[src/rtl/ethernet_mmio_adapter.sv]
// ethernet_mmio_adapter
// Front-end that turns a valid/ready MMIO request/response stream into the
// ethernet controller's strobe interface.
//
// Handshake semantics (both channels): a beat transfers on a rising clock
// edge where valid and ready are both high. A producer holds valid and its
// payload stable until the transfer. Ready may depend combinationally on the
// consumer's own state and on resp_ready_and_i, but never on req_v_i.
//
// Flow: an accepted request drives the controller strobes in its transfer
// cycle. {w, off, size, err} is captured into a one-entry pipeline register.
// One cycle later the controller's sync-read data is formatted and pushed
// into the response FIFO. Every request produces exactly one response, so
// responses come back in request order. A credit counter bounds the number of
// outstanding requests (pipeline plus FIFO) to the FIFO depth, which means the
// FIFO can never overflow. A credit returned by a response pop is usable in
// the same cycle. This sustains one request per cycle while the response
// consumer keeps up, even though three requests are in flight in the steady
// state.
module ethernet_mmio_adapter #(
  parameter int data_width_p = 32,
  parameter int addr_width_p = 14,
  parameter int resp_els_p   = 2
) (
  input  logic                                       clk_i,
  input  logic                                       reset_i,
  input  logic                                       req_v_i,
  output logic                                       req_ready_and_o,
  input  logic                                       req_w_i,
  input  logic [addr_width_p-1:0]                    req_addr_i,
  input  logic [$clog2($clog2(data_width_p/8)+1)-1:0] req_size_i,
  input  logic [data_width_p-1:0]                    req_data_i,
  output logic                                       resp_v_o,
  input  logic                                       resp_ready_and_i,
  output logic [data_width_p-1:0]                    resp_data_o,
  output logic                                       resp_err_o,
  output logic [addr_width_p-1:0]                    addr_o,
  output logic                                       write_en_o,
  output logic                                       read_en_o,
  output logic [data_width_p/8-1:0]                  write_mask_o,
  output logic [data_width_p-1:0]                    write_data_o,
  input  logic [data_width_p-1:0]                    read_data_i
);

  localparam int bytes_lp = data_width_p / 8;
  localparam int ow_lp    = $clog2(bytes_lp);
  localparam int sw_lp    = $clog2(ow_lp + 1);
  localparam int cw_lp    = $clog2(resp_els_p + 1);
  localparam int pw_lp    = (resp_els_p > 1) ? $clog2(resp_els_p) : 1;

  // ---------------------------------------------------------------------
  // Issue stage (combinational from the request)
  // ---------------------------------------------------------------------
  logic                    xfer;
  logic                    resp_hs;
  logic [ow_lp-1:0]        off;
  logic                    size_ok;
  logic                    off_low;
  logic                    misaligned;
  int                      sz;
  logic [bytes_lp-1:0]     lane_mask;
  logic [data_width_p-1:0] rep_data;
  logic [cw_lp-1:0]        credits;

  // Alignment check, byte-lane selection and lane replication of write data.
  // A lane belongs to the access when it sits in the same size-aligned block
  // as the offset; for an aligned access those are exactly lanes off..off+nb-1.
  always_comb begin
    off        = req_addr_i[ow_lp-1:0];
    size_ok    = (int'(req_size_i) <= ow_lp);
    off_low    = 1'b0;
    for (int i = 0; i < ow_lp; i++) begin
      if (i < int'(req_size_i)) off_low = off_low | off[i];
    end
    misaligned = !size_ok || off_low;
    sz         = size_ok ? int'(req_size_i) : ow_lp;
    lane_mask  = '0;
    rep_data   = '0;
    for (int i = 0; i < bytes_lp; i++) begin
      lane_mask[i]       = ((i >> sz) == (int'(off) >> sz));
      rep_data[8*i +: 8] = req_data_i[8*(i & ((1 << sz) - 1)) +: 8];
    end
  end

  // A pop this cycle frees a slot immediately, so it can back a new request.
  assign resp_hs         = resp_v_o && resp_ready_and_i;
  assign req_ready_and_o = !reset_i && ((credits != '0) || resp_hs);
  assign xfer            = req_v_i && req_ready_and_o;

  assign read_en_o    = xfer && !req_w_i && !misaligned;
  assign write_en_o   = xfer &&  req_w_i && !misaligned;
  assign write_mask_o = write_en_o ? lane_mask : '0;
  assign write_data_o = xfer ? rep_data : '0;
  assign addr_o       = xfer ? {req_addr_i[addr_width_p-1:ow_lp], {ow_lp{1'b0}}} : '0;

  // ---------------------------------------------------------------------
  // Pipeline register: remembers how to format the response next cycle
  // ---------------------------------------------------------------------
  logic             valid_r;
  logic             w_r;
  logic [ow_lp-1:0] off_r;
  logic [sw_lp-1:0] size_r;
  logic             err_r;

  // Capture request attributes on transfer; the valid bit tracks transfers.
  always_ff @(posedge clk_i) begin
    if (reset_i) begin
      valid_r <= 1'b0;
      w_r     <= 1'b0;
      off_r   <= '0;
      size_r  <= '0;
      err_r   <= 1'b0;
    end else begin
      valid_r <= xfer;
      if (xfer) begin
        w_r    <= req_w_i;
        off_r  <= off;
        size_r <= req_size_i;
        err_r  <= misaligned;
      end
    end
  end

  logic [data_width_p-1:0] resp_fmt;

  // Right-align the read data by the captured offset and zero bytes beyond the
  // access size. Writes and errored requests answer with zero data.
  always_comb begin
    resp_fmt = '0;
    if (!w_r && !err_r) begin
      for (int i = 0; i < bytes_lp; i++) begin
        if ((i < (1 << int'(size_r))) && ((i + int'(off_r)) < bytes_lp)) begin
          resp_fmt[8*i +: 8] = read_data_i[8*(i + int'(off_r)) +: 8];
        end
      end
    end
  end

  // ---------------------------------------------------------------------
  // Response FIFO
  // ---------------------------------------------------------------------
  logic                    push;
  logic                    pop;
  logic [pw_lp-1:0]        wr_ptr;
  logic [pw_lp-1:0]        rd_ptr;
  logic [cw_lp-1:0]        count;
  logic [data_width_p-1:0] data_mem [resp_els_p];
  logic                    err_mem  [resp_els_p];

  function automatic logic [pw_lp-1:0] ptr_inc(input logic [pw_lp-1:0] p);
    return (p == pw_lp'(resp_els_p - 1)) ? '0 : p + pw_lp'(1);
  endfunction

  assign push        = valid_r;
  assign pop         = resp_hs;
  assign resp_v_o    = (count != '0);
  assign resp_data_o = resp_v_o ? data_mem[rd_ptr] : '0;
  assign resp_err_o  = resp_v_o ? err_mem[rd_ptr]  : 1'b0;

  // Storage writes; contents are don't-care until counted in.
  always_ff @(posedge clk_i) begin
    if (push) begin
      data_mem[wr_ptr] <= resp_fmt;
      err_mem[wr_ptr]  <= err_r;
    end
  end

  // FIFO pointers and occupancy; simultaneous push and pop leave count alone.
  always_ff @(posedge clk_i) begin
    if (reset_i) begin
      wr_ptr <= '0;
      rd_ptr <= '0;
      count  <= '0;
    end else begin
      if (push) wr_ptr <= ptr_inc(wr_ptr);
      if (pop)  rd_ptr <= ptr_inc(rd_ptr);
      case ({push, pop})
        2'b10:   count <= count + cw_lp'(1);
        2'b01:   count <= count - cw_lp'(1);
        default: count <= count;
      endcase
    end
  end

  // Credit counter: one credit per free response slot, taken on request
  // transfer and returned on response handshake.
  always_ff @(posedge clk_i) begin
    if (reset_i) begin
      credits <= cw_lp'(resp_els_p);
    end else begin
      case ({xfer, resp_hs})
        2'b10:   credits <= credits - cw_lp'(1);
        2'b01:   credits <= credits + cw_lp'(1);
        default: credits <= credits;
      endcase
    end
  end

endmodule

[config.mk]
export PLATFORM = sky130hd
export DESIGN_NAME = ethernet_mmio_adapter
export DESIGN_NICKNAME = d
export VERILOG_FILES = /design/src/rtl/ethernet_mmio_adapter.sv
export SDC_FILE = /design/constraint.sdc
export NUM_CORES = 1
export LEC_CHECK = 0
export CORE_AREA = 4 4 127 129
export DETAILED_ROUTE_END_ITERATION = 8
export DIE_AREA = 0 0 131 133
export PLACE_DENSITY = 0.59
export SLEW_MARGIN = 0
export SYNTH_ARGS = -nofsm -noshare
export SYNTH_HDL_FRONTEND = slang
export SYNTH_SLANG_ARGS = --single-unit
[constraint.sdc]
create_clock -name clk_i -period 2.2 [get_ports clk_i]
set_input_delay 0.44 -clock clk_i [delete_from_list [all_inputs] [get_ports clk_i]]
set_output_delay 0.44 -clock clk_i [all_outputs]
set_load 0.01 [all_outputs]
==> metrics.log <==
INFO  metric multi_input_comb_area = slightly above 2000 µm²
INFO  metric max_slew_margin = 46.1%
INFO  metric synth-warning-count = 0
INFO  metric vias_per_cell = around 4.9
INFO  metric powerDensity = around 900 nW/µm²
INFO  metric cts_tree = done
INFO  metric worstSetupEndpointType = output port
INFO  metric grt_usage = about 16%
INFO  metric design.core.area = about 15000 µm²
INFO  metric final_antenna_net_count = 0
INFO  metric crit_arrival = 1.69 ns
INFO  metric final_cells = 809
INFO  metric ctsHtreeMaxLevel = 3
INFO  metric layout.cells.most_common = clkdlybuf4s50_1
INFO  metric crit_path_frequent_cell = buf_6
INFO  metric worstMarginPinSlew = 0.803 ns
INFO  metric max_clock_freq = around 470 MHz
INFO  metric layout.area.seq = 2270 µm²
INFO  metric worstSkewPairLatency = 0.34 ns
INFO  metric preCtsSetupSlack = -0.700 ns
INFO  metric vert_die_dim = 133 µm
INFO  metric skew = between 0.009 and 0.01 ns
INFO  metric grt_first_pass_wirelength = between 20000 and 25000 µm
INFO  metric cell_type_with_the_largest_total_area_after_synthesis = edfxtp_1
INFO  metric cts_made_buffers = 9
INFO  metric synth.avg_cell_area = roughly 11 µm²
INFO  metric first_global_vias = a little over 4k
INFO  metric grt_max_degree = 35
INFO  metric drt_iter0_drc = between 200 and 250
INFO  metric nNetsFinal = around 700
INFO  metric finalWirelength = about 14000 µm
INFO  metric detail_route.drc_violations = 0
INFO  metric gp_congestion = 0.781
INFO  metric place_inst = 777
INFO  metric layout_min_cycle_time = 2.13 ns
INFO  metric hold_violations = 0
INFO  metric fillCellCount = between 1k and 1.5k
INFO  metric num_rows = between 40 and 50
INFO  metric cts.sinks = 80
INFO  metric share_of_final_layout_standard_cells_stronger_than_drive_strength_1 = between 20% and 30%
INFO  metric cts_buffer_depth = 2
INFO  metric clk_transition_reported_paths = roughly 0.06 ns
INFO  metric timing.final.ws_setup = ~0.068 ns
INFO  metric critical_path_buf_inv_count = 4
INFO  metric synthCells = 418
INFO  metric clock_tree.root_cell = clkbuf_16
INFO  metric die_area = approximately 17000 µm²
INFO  metric vias = about 3.9k
INFO  metric start_util = between 20 and 30%
INFO  metric leakage_power_summed_over_all_cells = between 2 and 3 nW
INFO  metric yosysTopAreaCellShare = ~45%
INFO  metric critPathRequiredTime = around 1.8 ns
INFO  metric max-vdd-ir-drop = 0.000384 V
INFO  metric detailed_place_hpwl = just under 10000 µm
INFO  metric worst_setup_path_start_kind = register
INFO  metric cell_type_group_with_the_largest_total_delay_on_the_critical_path = compound AO/OA/AOI/OAI gates
INFO  metric period_share = a little over nine tenths
INFO  metric grt_antenna_before_repair = 1
INFO  metric grt_setup_unrepaired = no
INFO  metric ordered_list_of_cells_on_the_worst_path = o21a_4 > o31a_4 > buf_6 > inv_8 > buf_6 > a21oi_1 > buf_2
INFO  metric synthDistinctLibCells = 35
INFO  metric fp.dieW = between 100 and 150 µm
INFO  metric routed_wire_length_per_instance = 17.5 µm
INFO  metric post_synth_instance_area = about 4400 µm²
INFO  metric yosys-top-cells-area = edfxtp_1 (45%), mux2i_1 (15%), dfxtp_1 (6.3%)
INFO  metric flow.area_growth_from_synthesis = 55.5%
INFO  metric drv_slew = 0
INFO  metric place.port_buffers = approximately 170
INFO  metric drtPass1Iterations = 4
INFO  metric mostFrequentLayoutCells = clkdlybuf4s50_1 (77), edfxtp_1 (66), mux2i_1 (64), nor2_1 (55), buf_2 (46)
INFO  metric setup-violations-final = 0
INFO  metric criticalPathCategory = register to output port
INFO  metric grt-ovfl-total = 0
INFO  metric path_max_fanout = 8
INFO  metric io-pin-count = roughly 170
INFO  metric run_status = finished clean
INFO  metric timing.critical_path.slowest_stage_cell = dfxtp_1
INFO  metric sequential_share_of_the_synthesized_area = around 51%
INFO  metric synth_seq_cells = 80
INFO  metric hp-class = register to register
INFO  metric worst_path_largest_cell_delay = about 0.32 ns
INFO  metric cap_viol_max_count = 0
[worst register-to-register path, cell delays in order (launching register included)]
cell and delay, ns:
dfxtp_1 0.32, o21a_4 0.24, o31a_4 0.31, buf_6 0.14, inv_8 0.07, buf_6 0.10
buf_4 0.15, ha_4 0.22, or3_1 0.34, nand3_1 0.09
[kinds of logic (layout without fill, tap and decap cells)]
| family | count (synthesis) | count (layout) | synth area share, % |
|---|---|---|---|
| compound gates | 63 | 63 | 8.96 |
| xor+xnor | 7 | 7 | 1.38 |
| fa+ha+maj | 2 | 2 | 0.563 |
| buf+inv | 36 | 237 | 4.37 |
| flops | 80 | 80 | 50.9 |
| mux | 70 | 70 | 15.9 |
| other cells | 1 | 3 | 0.0844 |
| simple gates | 159 | 159 | 17.8 |
[per-stage QoR]
step / hold WS [ns] / power (mW) / TNS (ns) / utilization [%] / cell area, µm²
after floorplan: 0.450 / 3.24 / 0 / - / 4450
after global placement: 0.497 / 4.44 / -26.21 / 43.4 / 6530
after detailed placement: 0.502 / 4.49 / -28.45 / 43.4 / 6530
after CTS: 0.518 / 6.03 / -0.398 / 45.2 / 6800
after global routing: 0.550 / 6.49 / 0 / 45.9 / 6910
final: 0.513 / 6.15 / 0 / 45.9 / 6910
[layer usage]
layer / GRT usage, % / up-vias / share of wire (%)
li1: - / 1873 / -
met5: 0 / - / 0
met4: 6.51 / 0 / 2.2
met2: 27.7 / 184 / 51
met3: 5.89 / 25 / 10
met1: 17.1 / 1856 / 37
[report_power, final]
part	internal, mW	switching (mW)	total, mW	leakage (nW)
Combinational	1.34	1.32	2.66	1.99
Sequential	1.88	0.114	2.00	0.737
Clock	0.932	0.565	1.50	0.157
Total	4.15	2.00	6.15	2.89
[path summary, 6_finish.rpt]
check,slack [ns],depth (start not counted),startpoint,endpoint
max,0.07,7,count[1],write_data_o[13]
min,0.51,2,w_r,w_r
max reg2reg,0.16,9,count[1],credits[1]
min reg2reg,0.51,2,w_r,w_r
[state kept, by name (all words and copies together) (netlist names), named ones only]
register	cells
data_mem	64
count	2
credits	2
err_mem	2
off_r	2
size_r	2
err_r	1
push	1
rd_ptr	1
w_r	1
wr_ptr	1
[synthesized netlist by cell type]
master / instances
nand2_1: 25
dfxtp_1: 14
o31a_4: 1
nor2b_1: 16
ha_1: 2
a22oi_1: 1
inv_4: 1
or3_1: 2
o21a_4: 1
clkbuf_1: 13
mux2_1: 1
nand3_1: 1
buf_1: 2
o21ai_1: 2
nor3_1: 5
a2111oi_0: 1
a21oi_1: 19
nor2_1: 62
mux2i_1: 65
and2_1: 37
o311ai_2: 1
buf_6: 4
or2_2: 9
a211oi_1: 17
xnor2_1: 3
inv_1: 3
buf_4: 4
buf_2: 9
edfxtp_1: 66
conb_1: 1
o21ai_0: 20
mux2_2: 4
nor2_8: 1
xor2_1: 4
or4b_4: 1
[area by class of cell]
class,count,share of cell area (%)
timing repair inverter,1,0.163
antenna,1,0.0362
multi-input combinational,303,29.9
timing repair buffer,216,28.9
inverter,4,0.326
clock buffer,13,4.24
tap,188,3.41
sequential,80,32.8
clock inverter,3,0.254
[repair_timing]
item,CTS,global route
cloned,5,1
buffers inserted,4,5
hold buffers,0,0
setup endpoints to repair,61,21
pin swaps,0,2
gates resized for setup,247,33
No activity file was read; power rests on OpenSTA's default activity.
